[src/rtl/ring_code_monitor.sv]
// Receive-side checker/decoder for a one-hot ring-counter bus: decodes, checks rotation, tracks lock.
// Define RING_MON_ERRCNT_EN to build the saturating error counter; otherwise err_count is tied to 0.
module ring_code_monitor #(
  parameter int unsigned WIDTH     = 4,
  parameter int unsigned LOCK_CNT  = 2,
  parameter int unsigned ERR_CNT_W = 8
) (
  input  logic                         clk,
  input  logic                         reset,
  input  logic [WIDTH-1:0]             ring_in,
  input  logic                         ring_vld,
  output logic [$clog2(WIDTH)-1:0]     idx_out,
  output logic                         idx_vld,
  output logic                         locked,
  output logic                         onehot_err,
  output logic                         seq_err,
  output logic                         wrap_pulse,
  output logic [ERR_CNT_W-1:0]         err_count
);

  localparam int unsigned IW = $clog2(WIDTH);
  localparam int unsigned PW = $clog2(WIDTH + 1);
  localparam int unsigned MW = $clog2(LOCK_CNT + 1);

  typedef enum logic [1:0] {
    HUNT   = 2'd0,
    TRACK  = 2'd1,
    LOCKED = 2'd2
  } state_e;

  state_e           state_q, state_d;
  logic [WIDTH-1:0] prev_q, prev_d;
  logic [MW-1:0]    match_cnt_q, match_cnt_d;
  logic [IW-1:0]    idx_q, idx_d;
  logic             idx_vld_q, idx_vld_d;
  logic             locked_q, locked_d;
  logic             onehot_err_q, onehot_err_d;
  logic             seq_err_q, seq_err_d;
  logic             wrap_q, wrap_d;

  logic [PW-1:0]    pop_c;
  logic [IW-1:0]    enc_c;
  logic [WIDTH-1:0] expect_c;
  logic             rot_ok_c;
  logic [MW-1:0]    match_inc_c;

  // Popcount and binary encode of the incoming sample
  always_comb begin
    pop_c = '0;
    enc_c = '0;
    for (int i = 0; i < WIDTH; i++) begin
      pop_c = pop_c + PW'(ring_in[i]);
      if (ring_in[i]) enc_c = IW'(i);
    end
  end

  assign expect_c    = {prev_q[WIDTH-2:0], prev_q[WIDTH-1]};
  assign rot_ok_c    = (ring_in == expect_c);
  assign match_inc_c = match_cnt_q + MW'(1);

  // Next-state and registered-output logic
  always_comb begin
    state_d      = state_q;
    prev_d       = prev_q;
    match_cnt_d  = match_cnt_q;
    idx_d        = idx_q;
    idx_vld_d    = 1'b0;
    onehot_err_d = 1'b0;
    seq_err_d    = 1'b0;
    wrap_d       = 1'b0;

    if (ring_vld) begin
      if (pop_c != PW'(1)) begin
        onehot_err_d = 1'b1;
        state_d      = HUNT;
        prev_d       = '0;
        match_cnt_d  = '0;
      end else begin
        idx_d     = enc_c;
        idx_vld_d = 1'b1;
        prev_d    = ring_in;
        case (state_q)
          HUNT: begin
            state_d     = TRACK;
            match_cnt_d = '0;
          end
          TRACK: begin
            if (rot_ok_c) begin
              if (match_inc_c == MW'(LOCK_CNT)) begin
                state_d     = LOCKED;
                match_cnt_d = '0;
              end else begin
                match_cnt_d = match_inc_c;
              end
            end else begin
              seq_err_d   = 1'b1;
              match_cnt_d = '0;
            end
          end
          LOCKED: begin
            if (rot_ok_c) begin
              wrap_d = prev_q[WIDTH-1] & ring_in[0];
            end else begin
              seq_err_d   = 1'b1;
              state_d     = TRACK;
              match_cnt_d = '0;
            end
          end
          default: begin
            state_d     = HUNT;
            match_cnt_d = '0;
          end
        endcase
      end
    end

    locked_d = (state_d == LOCKED);
  end

  always_ff @(posedge clk) begin
    if (reset) begin
      state_q      <= HUNT;
      prev_q       <= '0;
      match_cnt_q  <= '0;
      idx_q        <= '0;
      idx_vld_q    <= 1'b0;
      locked_q     <= 1'b0;
      onehot_err_q <= 1'b0;
      seq_err_q    <= 1'b0;
      wrap_q       <= 1'b0;
    end else begin
      state_q      <= state_d;
      prev_q       <= prev_d;
      match_cnt_q  <= match_cnt_d;
      idx_q        <= idx_d;
      idx_vld_q    <= idx_vld_d;
      locked_q     <= locked_d;
      onehot_err_q <= onehot_err_d;
      seq_err_q    <= seq_err_d;
      wrap_q       <= wrap_d;
    end
  end

`ifdef RING_MON_ERRCNT_EN
  logic [ERR_CNT_W-1:0] err_count_q, err_count_d;

  // Each bad sample adds one; the counter sticks at all-ones
  always_comb begin
    err_count_d = err_count_q;
    if ((onehot_err_d | seq_err_d) && (err_count_q != '1)) begin
      err_count_d = err_count_q + ERR_CNT_W'(1);
    end
  end

  always_ff @(posedge clk) begin
    if (reset) err_count_q <= '0;
    else       err_count_q <= err_count_d;
  end

  assign err_count = err_count_q;
`else
  assign err_count = '0;
`endif

  assign idx_out    = idx_q;
  assign idx_vld    = idx_vld_q;
  assign locked     = locked_q;
  assign onehot_err = onehot_err_q;
  assign seq_err    = seq_err_q;
  assign wrap_pulse = wrap_q;

endmodule

[config.mk]
export PLATFORM = sky130hd
export DESIGN_NAME = ring_code_monitor
export DESIGN_NICKNAME = d
export VERILOG_FILES = /design/src/rtl/ring_code_monitor.sv
export SDC_FILE = /design/constraint.sdc
export NUM_CORES = 1
export LEC_CHECK = 0
export CORE_MARGIN = 3
export CORE_UTILIZATION = 47
export CTS_CLUSTER_DIAMETER = 100
export DETAILED_ROUTE_END_ITERATION = 16
export GPL_ROUTABILITY_DRIVEN = 0
export GPL_TIMING_DRIVEN = 0
export PLACE_DENSITY = 0.78
export SLEW_MARGIN = 20
export SYNTH_ARGS = -nofsm -noshare
export SYNTH_HDL_FRONTEND = slang
export SYNTH_SLANG_ARGS = --single-unit
[constraint.sdc]
create_clock -name clk -period 3.9 [get_ports clk]
set_input_delay 0.975 -clock clk [delete_from_list [all_inputs] [get_ports clk]]
set_output_delay 0.975 -clock clk [all_outputs]
set_load 0.01 [all_outputs]
Word-level counts from Yosys, hierarchy flattened:

Cells that the tools add are included.

* add/subtract/negate cells: 4
* equality and inequality tests: 7
* muxes and demuxes: 18
* bitwise gates (word level): 6
* reductions and logical operators: 7

Operators by type and width (count)
* 2-bit two-way mux: 11
* 2-bit == test (second input constant): 3
* 2-bit one-hot mux with 3 select lines: 1
* 1-bit NOT: 5
* 5-bit OR reduction: 1
* 4-bit == test: 1
* 1-bit two-way mux: 4
* 4-bit two-way mux: 1
* 2-bit one-hot mux with 2 select lines: 1
* 2-bit AND reduction: 2
* 2-bit OR reduction: 2
* 4-bit OR reduction: 1
* 2-bit by 1-bit adder with 3-bit output: 1
* 3-bit by 1-bit adder with 3-bit output: 1
* 3-bit by 1-bit inequality test with 1-bit output (second input constant): 1
* 3-bit inequality test (second input constant): 1
* 1-bit by 1-bit adder with 2-bit output: 1
* 2-bit by 1-bit adder with 2-bit output (second input constant): 1
* 2-bit by 1-bit == test with 1-bit output (second input constant): 1
* 2-bit zero test: 1
* 1-bit AND: 1

* bits in registers: 15
* bits of input ports: 7
* output and inout port bits: 15

Logic depth before layout (Yosys ltp):

* word-level depth: 8
* gate-level depth with buffers: 10
* depth with buffers taken out: 10

Worst setup path before layout:

OpenSTA, ideal clock, no wires.

* kind: input port to flip-flop
* start point: input ring_in[0]
* end point: register locked_q, in the netlist locked
* setup time: 0.079 ns
* data arrival time: 3.176 ns
* data required time: 3.821 ns
* slack: 0.645 ns
* cell stages on the path: 10
* buffers on the path: 0
* path through: inv_1 -> fa_1 -> inv_1 -> ha_1 -> ha_1 -> or3b_1 -> nor2_1 -> nand3b_1 -> o32a_1 -> a211oi_2

* word-level cells in the longest chain between the ends: 7
* elaborated cells between the ends (all ways): 11

Ends and longest elaborated chain
* start, declared: RTL line 10 `input logic [WIDTH-1:0] ring_in,`
* 1-bit by 1-bit adder with 2-bit output: RTL line 52 `pop_c = pop_c + PW'(ring_in[i]);`
* 2-bit by 1-bit adder with 3-bit output: RTL line 52
* 3-bit by 1-bit adder with 3-bit output: RTL line 52
* 3-bit by 1-bit inequality test with 1-bit output: RTL line 73 `if (pop_c != PW'(1)) begin`
* 2-bit two-way mux (*): RTL line 73
* 2-bit two-way mux (*): RTL line 72 `if (ring_vld) begin`
* 2-bit == test (*): RTL line 117 `locked_d = (state_d == LOCKED);`
* end signal, assigned: RTL line 137 `locked_q <= locked_d;`
* end, declared: RTL line 36 `logic locked_q, locked_d;`

Mark *: on every way between the ends. The rest lies on a longest branch, timed or not.
A chain may end at the register's enable or synchronous reset.

Worst setup path in the final report:

* start point: input ring_in[1]
* end point: register locked_q, in the netlist locked

The elaborated chain is that of the path after synthesis.

==> results.cfg <==
[detailed_routing]
wire_per_inst_microns = 10.73
drt.antenna.violating_nets = 0
dr_total_vias = 682
routed_via_density = 4.769
drc = 0
drt-total-wl_microns = 1535
drtIter0Drc = 20
first_pass_iters = 4

[worst_setup_path]
max_stage_delay_ns = 0.56
crit_family = adder cells
startpoint_type = primary input
path_buf_inv = 3
cp_cell_sequence = clkdlybuf4s50_1 > inv_1 > fa_1 > inv_1 > ha_1 > ha_1 > or3b_1 > nor3b_1 > o21ai_1 > a211oi_2
required_ns = 4.11
cp_max_fo = 5
slowest_stage = clkdlybuf4s50_1
endpoint_kind = register
arrival_ns = 3.91
crit_type = primary input to register

[cells_and_area]
drive_above_1_share_pct = 13.45
final_cell_mix = 15 x dfxtp_1, 12 x clkdlybuf4s50_1, 11 x inv_1
area_delta_synth_final_pct = 24.48
nNetsFinal = 135
post-route-cell-area_sq_um = 1050
antenna_cells = 0
final_common_cell = dfxtp_1
finalNonFillerCells = 143

[global_routing]
track_usage_pct = 14.49
first_global_vias = 641
grt_start_max_net_pins = 11
grt_pass1_wl_microns = 2732
grt-ovfl-total = 0
antenna_found_initial = 0

[timing]
finClkSkew_ns = 0.001297
rsz0062_at_grt = no
fin_crit_ns = 3.699
clock.fmax_mhz = 270.3
finalSetupTns_ns = 0
period_share_pct = 94.85
finalHoldViolations = 0
setup_viol = 0
slew_violations = 0

[synthesis]
ys_seq_area_share_pct = 35.61
synth-warning-count = 0
synth_edf_count = 0
avgSynthCellArea_sq_um = 8.784
syn-instance-count = 96
synth.distinct_cells = 29
synthFlopType = dfxtp_1
netlist_area_sq_um = 843.3
ys_async_sr_fraction_pct = 0
ys_seq_elements = 15

[floorplanning]
start_util_pct = 52.90
die_area_sq_um = 2339
num_rows = 14
die_w_microns = 48.36
coreArea_sq_um = 1594
die_y_microns = 48.36
num_io_pins = 22

[cts]
clk_latency_ns = 0.28
clkSinkCount = 15
cts_made_buffers = 3
htreeDepth = 1
clk_path_buf_depth = 2
holdBufCountCts = 0
root_buffer = clkbuf_4
ctsResizeCount = 0
cts.clk_slew.worst_paths_ns = 0.09
cts_setup_buffers = 0
tritoncts = done

[pwr]
p_sw_mw = 0.09169
p_clk_share_pct = 27.0
power_frac_comb_pct = 22.7
power.total_mw = 0.3255
seq_power_share_pct = 50.3
swShare_pct = 28.17
intPower_mw = 0.2338
vdd_drop_max_mv = 0.2614
powerDensity_nw_per_um2 = 310.1
leakage_nw = 0.4561

[hold_path]
hp-class = register to register

[place]
post_dp_cell_area_sq_um = 1020
io_buffers = 12
dp_cells = 139
place_hpwl_microns = 1237

[flow_run]
max_cap_viol_count = 0

[outcome]
status = finished clean
## per-layer routing
metal  up-vias  track usage, %  wire [microns]  part of all wire [%]
met3         4           3.067              89                   5.8
met1       308           17.94             680                    44
met5         -               0               0                     0
met2        20           23.85             740                    48
met4         0           7.109              25                   1.6
li1        350               -               -                     -
## final cells by class
class / instances / area, sq um
sequential: 15 / 300.3
fill: 137 / 544.3
clock inverter: 1 / 5.005
buffer: 12 / 82.58
clock buffer: 3 / 22.52
inverter: 11 / 41.29
multi-input combinational: 65 / 447.9
timing repair buffer: 12 / 120.1
tap: 24 / 30.03
## power by group through the flow
stage / logic [mW] / registers, mW / clock network, mW
3_3_place_gp: 0.0701 / 0.167 / 0
5_1_grt: 0.0825 / 0.165 / 0.0982
4_1_cts: 0.0727 / 0.164 / 0.0911
6_report: 0.0738 / 0.164 / 0.0879
2_1_floorplan: 0.0473 / 0.169 / 0
3_5_place_dp: 0.0725 / 0.167 / 0
## cell usage after synthesis, types with 2 or more instances
| cell | number | share of area [%] |
|---|---|---|
| clkbuf_1 | 3 | 1.3 |
| xor2_1 | 3 | 3.1 |
| a21oi_1 | 8 | 4.7 |
| ha_1 | 7 | 10 |
| buf_4 | 8 | 7.1 |
| inv_1 | 11 | 4.9 |
| nand2b_1 | 4 | 3.0 |
| o31ai_1 | 3 | 2.7 |
| nor2b_1 | 3 | 2.2 |
| nor3b_1 | 2 | 1.8 |
| nand3_1 | 4 | 2.4 |
| nor2_1 | 8 | 3.6 |
| and3_1 | 2 | 1.5 |
| dfxtp_1 | 15 | 36 |
## worst register-to-register path, delay by kind of cell, from the launching register on
family          cells  cell delay (ns)
fa+ha+maj           1             0.26
compound gates      2             0.56
flops               1             0.32
buf+inv             1             0.15
simple gates        1             0.53
## worst paths after layout
kind | startpoint | end | slack (ns) | cells past startpoint
hold reg to reg | match_cnt_q[1] | match_cnt_q[1] | 0.44 | 2
hold / removal | match_cnt_q[1] | match_cnt_q[1] | 0.44 | 2
setup reg to reg | prev_q[3] | locked | 2.01 | 5
setup / recovery | ring_in[1] | locked | 0.20 | 10
## cell families after synthesis
kind of cell,synth area share [%]
and+or+nand+nor,18.84
buffers and inverters,14.69
AOI/OAI and AO/OA,14.54
DFF,35.61
adders and majority gates,12.76
xor gates and xnor gates,3.116
other,0.4447
## flip-flops by register name (all words and copies together), names as in the netlist
register	cells
idx_vld	1
match_cnt_q	2
state_q	2
seq_err	1
idx_out	2
wrap_pulse	1
locked	1
prev_q	4
onehot_err	1
## through the flow
step	utilization, %	worst slack, ns	hold WS, ns
global placement	63.97	-0.07931	0.4239
CTS	65.70	0.1579	0.4475
detailed placement	63.97	-0.1312	0.4329
finish	65.86	0.2009	0.4435
floorplan	-	0.6449	0.4155
global route	65.86	0.04017	0.4617
Power figures use the tool's default switching activity.
